`config.mk`:
```
export PLATFORM = sky130hd
export DESIGN_NAME = instr_fetch
export DESIGN_NICKNAME = d
export VERILOG_FILES = /design/src/rtl/instr_fetch.sv
export SDC_FILE = /design/constraint.sdc
export NUM_CORES = 1
export LEC_CHECK = 0
export ABC_AREA = 1
export CORE_ASPECT_RATIO = 1.4
export CORE_UTILIZATION = 45
export DETAILED_ROUTE_END_ITERATION = 6
export PLACE_DENSITY = 0.76
export SYNTH_ARGS = -nofsm -noshare
export SYNTH_HDL_FRONTEND = slang
export SYNTH_SLANG_ARGS = --single-unit
```
`constraint.sdc`:
```
create_clock -name clk -period 4 [get_ports clk]
set_input_delay 0.4 -clock clk [delete_from_list [all_inputs] [get_ports clk]]
set_output_delay 0.4 -clock clk [all_outputs]
set_load 0.02 [all_outputs]
```
`src/rtl/instr_fetch.sv`:
```
// Instruction-fetch front end: drives the PC to a combinational instruction memory,
// buffers {pc, instr} in a 2-entry FIFO and hands entries to decode via valid/ready.
module instr_fetch #(
    parameter int ADDR_W   = 32,
    parameter int DATA_W   = 32,
    parameter int RESET_PC = 100,
    parameter int PC_STEP  = 4
) (
    input  logic              clk,
    input  logic              rst_n,
    input  logic              fetch_en,
    output logic [ADDR_W-1:0] imem_addr,
    input  logic [DATA_W-1:0] imem_data,
    input  logic              redirect_valid,
    input  logic [ADDR_W-1:0] redirect_pc,
    output logic              out_valid,
    input  logic              out_ready,
    output logic [DATA_W-1:0] out_instr,
    output logic [ADDR_W-1:0] out_pc
);

    logic [ADDR_W-1:0] pc_q, pc_d;
    logic [1:0]        count_q, count_d;
    logic              rd_ptr_q, rd_ptr_d;
    logic              wr_ptr_q, wr_ptr_d;

    logic [ADDR_W-1:0] pc_buf_q    [2];
    logic [DATA_W-1:0] instr_buf_q [2];

    logic pop;
    logic push;
    logic unused_redirect_lo;

    // Redirect targets are forced word-aligned, so the low bits are ignored.
    assign unused_redirect_lo = ^redirect_pc[1:0];

    assign out_valid = (count_q != 2'd0);
    assign out_pc    = out_valid ? pc_buf_q[rd_ptr_q]    : '0;
    assign out_instr = out_valid ? instr_buf_q[rd_ptr_q] : '0;
    assign imem_addr = pc_q;

    assign pop  = out_valid & out_ready;
    assign push = fetch_en & ~redirect_valid & ((count_q < 2'd2) | pop);

    always_comb begin
        pc_d     = pc_q;
        count_d  = count_q;
        rd_ptr_d = rd_ptr_q;
        wr_ptr_d = wr_ptr_q;
        if (redirect_valid) begin
            // Flush wins over everything: a same-cycle pop is discarded, not consumed.
            pc_d     = {redirect_pc[ADDR_W-1:2], 2'b00};
            count_d  = 2'd0;
            rd_ptr_d = 1'b0;
            wr_ptr_d = 1'b0;
        end else begin
            if (push) begin
                pc_d     = pc_q + ADDR_W'(PC_STEP);
                wr_ptr_d = ~wr_ptr_q;
            end
            if (pop) begin
                rd_ptr_d = ~rd_ptr_q;
            end
            if (push && !pop) begin
                count_d = count_q + 2'd1;
            end else if (pop && !push) begin
                count_d = count_q - 2'd1;
            end
        end
    end

    always_ff @(posedge clk or negedge rst_n) begin
        if (!rst_n) begin
            pc_q     <= ADDR_W'(RESET_PC);
            count_q  <= 2'd0;
            rd_ptr_q <= 1'b0;
            wr_ptr_q <= 1'b0;
        end else begin
            pc_q     <= pc_d;
            count_q  <= count_d;
            rd_ptr_q <= rd_ptr_d;
            wr_ptr_q <= wr_ptr_d;
        end
    end

    // Entry storage carries no reset; outputs are masked to zero while empty.
    always_ff @(posedge clk) begin
        if (push) begin
            pc_buf_q[wr_ptr_q]    <= pc_q;
            instr_buf_q[wr_ptr_q] <= imem_data;
        end
    end

endmodule
```
==> results.md <==
* Status: complete, no violations
* Slew Viols, Final at 0
* Row count at 53
* Final Cycle Share at 74.3%
* Slew headroom at roughly 47%
* Die ar. at roughly 16000 um2
* Area grow syn2layout at 34.6%
* Minimum clock period at 2.97 ns
* Comb pwr share at between 20% and 30%
* Seq cells post-synth at between 150 and 200
* Pleak at about 0.0037 uW
* H-tree lvl count at 4
* Initial DRC count at between 400 and 500
* P_int at between 3000 and 4000 uW
* CTS sink count at 158
* Slew @ Worst Pin at 0.789 ns
* Vias per cell at approximately 5.1
* Clock skew at 0.0131 ns
* Fillers at 1279
* Synth unique cells at 30
* Worst hold path class: in2async
* Worst vdd ir at approximately 0.30 mV
* Port bufs at around 160
* Slowest cell on crit path: clkdlybuf4s50_1
* Clk slew on worst S/H paths at approximately 0.060 ns
* Post-Synthesis Cell Area at between 7000 and 8000 um2
* Final wirelength at approximately 17 mm
* Final Setup Violations at 0
* Initial Util at between 40% and 50%
* Clock Latency Late Sink at 0.41 ns
* Global-route usage over all layers at between 20% and 30%
* CP startpoint kind: register
* CTS root buf: clkbuf_16
* Crit Path Class: reg2out
* Antenna cell count at 0
* Post-CTS setup-driven buffer insertion count at 0
* Post-synthesis sequential area ratio at roughly two thirds
* Hold buffers post-CTS at 0
* Largest net degree at the start of global routing at 63
* Pre-Repair DR Iteration Count at 5
* Syn_area_per_cell at around 9.6 um2
* RSZ-0062 raised after global routing: no
* Die Ht at roughly 150 um
* Hpwl dp at between 10 and 15 mm
* Layout cell share with drive strength beyond 1 at about 6.7%
* Post-route setup slack at about 1.0 ns
* Antenna-violating nets left at 0
* Clock share of power at roughly a third
* Slowest stage delay, CP at roughly 0.64 ns
* CP Data Arrival Time at 2.57 ns
* WL/cell at roughly 16 um
* First-pass GRT wire length at 27.3 mm
* Seq pwr share at 38.7%
* Crit path max-delay family: buffers and inverters
* Post-synth EDFFs at between 100 and 150
* Data required, critical path at between 3 and 4 ns
* I/O pin cnt at 166
* Core box area at roughly 15000 um2
* F_max at 0.337 GHz
* Mapped Cells at ~740
* Setup TNS at 0 ns
* GRT overflow at 0
* CTS tree: done
* Pre-CTS WS at 1.41 ns
* Resize count post-CTS at 0
* Commonest non-fill, non-tap cells in the layout: nand2_1 (299), clkdlybuf4s50_1 (159), edfxtp_1 (124), a21oi_1 (66), nor2_1 (48)
* Sw frac at around a third
* Crit path max fanout at between 40 and 50
* Final GP Congestion at ~0.9
* Main synth FF type: edfxtp_1
* Antenna violations before repair at 0
* Deepest clock path buffer count at 2
* NumNets Final at roughly 970
* Worst path buffer plus inverter count at 3
* Vias in the first global route at approximately 5400
* CTS Buf Count at 17
* Max Cap Violations at 0
* Synthesis warning total at 0
* CP Cell Sequence: inv_2 > buf_4 > nand2_1 > a21oi_1 > clkdlybuf4s50_1
* Most common cell after layout, fill and taps aside: nand2_1
* NetSw at ~1700 uW
* Die Span X at ~110 um
* Final hold vios at 0
* DR vias at roughly 5600
* Pwr Density at 561 nW/um2
* Hold WS at 0.151 ns
* Async S/R FF share, synth at about 22%
* Residual DRC at 0
* CP endpoint kind: output port
worst paths after layout:
path,from,end,slack [ns],depth (start not counted)
setup / recovery,rd_ptr_q,out_pc[23],1.03,5
max in group asynchronous,rst_n,rd_ptr_q,3.35,2
min in group clk,redirect_pc[13],imem_addr[13],0.53,3
setup reg to reg,count_q[1],pc_buf_q[1][25],1.93,4
hold / removal,rst_n,imem_addr[29],0.15,1
hold reg to reg,imem_addr[31],pc_buf_q[1][31],0.57,0
registers in the layout (all words and copies together), names as in the netlist:
name	cells
rd_ptr_q	1
wr_ptr_q	1
count_q	2
pc_buf_q	60
instr_buf_q	64
imem_addr	30
area by class of cell:
type | count | area, um2 | area share (%)
flip-flops and latches | 158 | 4580 | 48.1
multi-input cells | 502 | 2200 | 23.1
repair buffers | 169 | 1690 | 17.8
clock buffers | 20 | 447 | 4.69
well taps | 192 | 240 | 2.52
clock inverters | 12 | 188 | 1.97
inverters | 47 | 179 | 1.88
routing by layer:
layer / share of wire, % / up-vias / track usage (%) / routed length, um
li1: - / 2737 / - / -
met1: 39 / 2622 / 26.1 / 6780
met2: 53 / 164 / 39.3 / 9150
met3: 4.3 / 32 / 3.51 / 742
met4: 3.0 / 0 / 10.8 / 514
met5: 0 / - / 0 / 0
cells by family after synthesis:
| kind of cell | count (synthesis) | share of synthesized area [%] |
|---|---|---|
| AO/OA/AOI/OAI | 103 | 7.94 |
| XOR/XNOR | 8 | 0.991 |
| adder cells (fa/ha/maj) | 1 | 0.177 |
| buffers and inverters | 80 | 4.71 |
| flip-flops | 158 | 64.7 |
| other | 1 | 0.0530 |
| AND/OR/NAND/NOR | 386 | 21.4 |
synth_stat cells (3+ instances only):
library cell	number	area share, %
buf_1	6	0.32
xor2_1	6	0.74
buf_4	6	0.64
o21ai_0	20	1.4
nand2_1	299	16
edfxtp_1	124	53
inv_1	45	2.4
nor2_1	51	2.7
dfrtp_1	31	11
nor2_2	7	0.62
o211ai_1	5	0.53
a21oi_1	66	4.7
o21bai_1	5	0.53
nand2_2	4	0.35
dfstp_2	3	1.1
buf_2	6	0.42
clkbuf_1	15	0.80
nand3_1	22	1.6
power by group through the flow:
stage               Sequential, uW  Combinational, uW  Clock [uW]
floorplan                     2110                788           0
global placement              2090               1550           0
detailed placement            2100               1570           0
CTS                           2070               1570        1740
global route                  2080               1680        1830
finish                        2070               1550        1720
through the flow:
| stage | total power [uW] | area [um2] | utilization [%] | std cells |
|---|---|---|---|---|
| 2_1_floorplan | 2900 | 7080 | - | 740 |
| 6_report | 5340 | 9520 | 62.7 | 1100 |
| 3_5_place_dp | 3670 | 8890 | 58.5 | 1068 |
| 5_1_grt | 5600 | 9520 | 62.7 | 1100 |
| 3_3_place_gp | 3650 | 8890 | 58.5 | 1068 |
| 4_1_cts | 5380 | 9520 | 62.7 | 1100 |
Power figures use the tool's default switching activity.
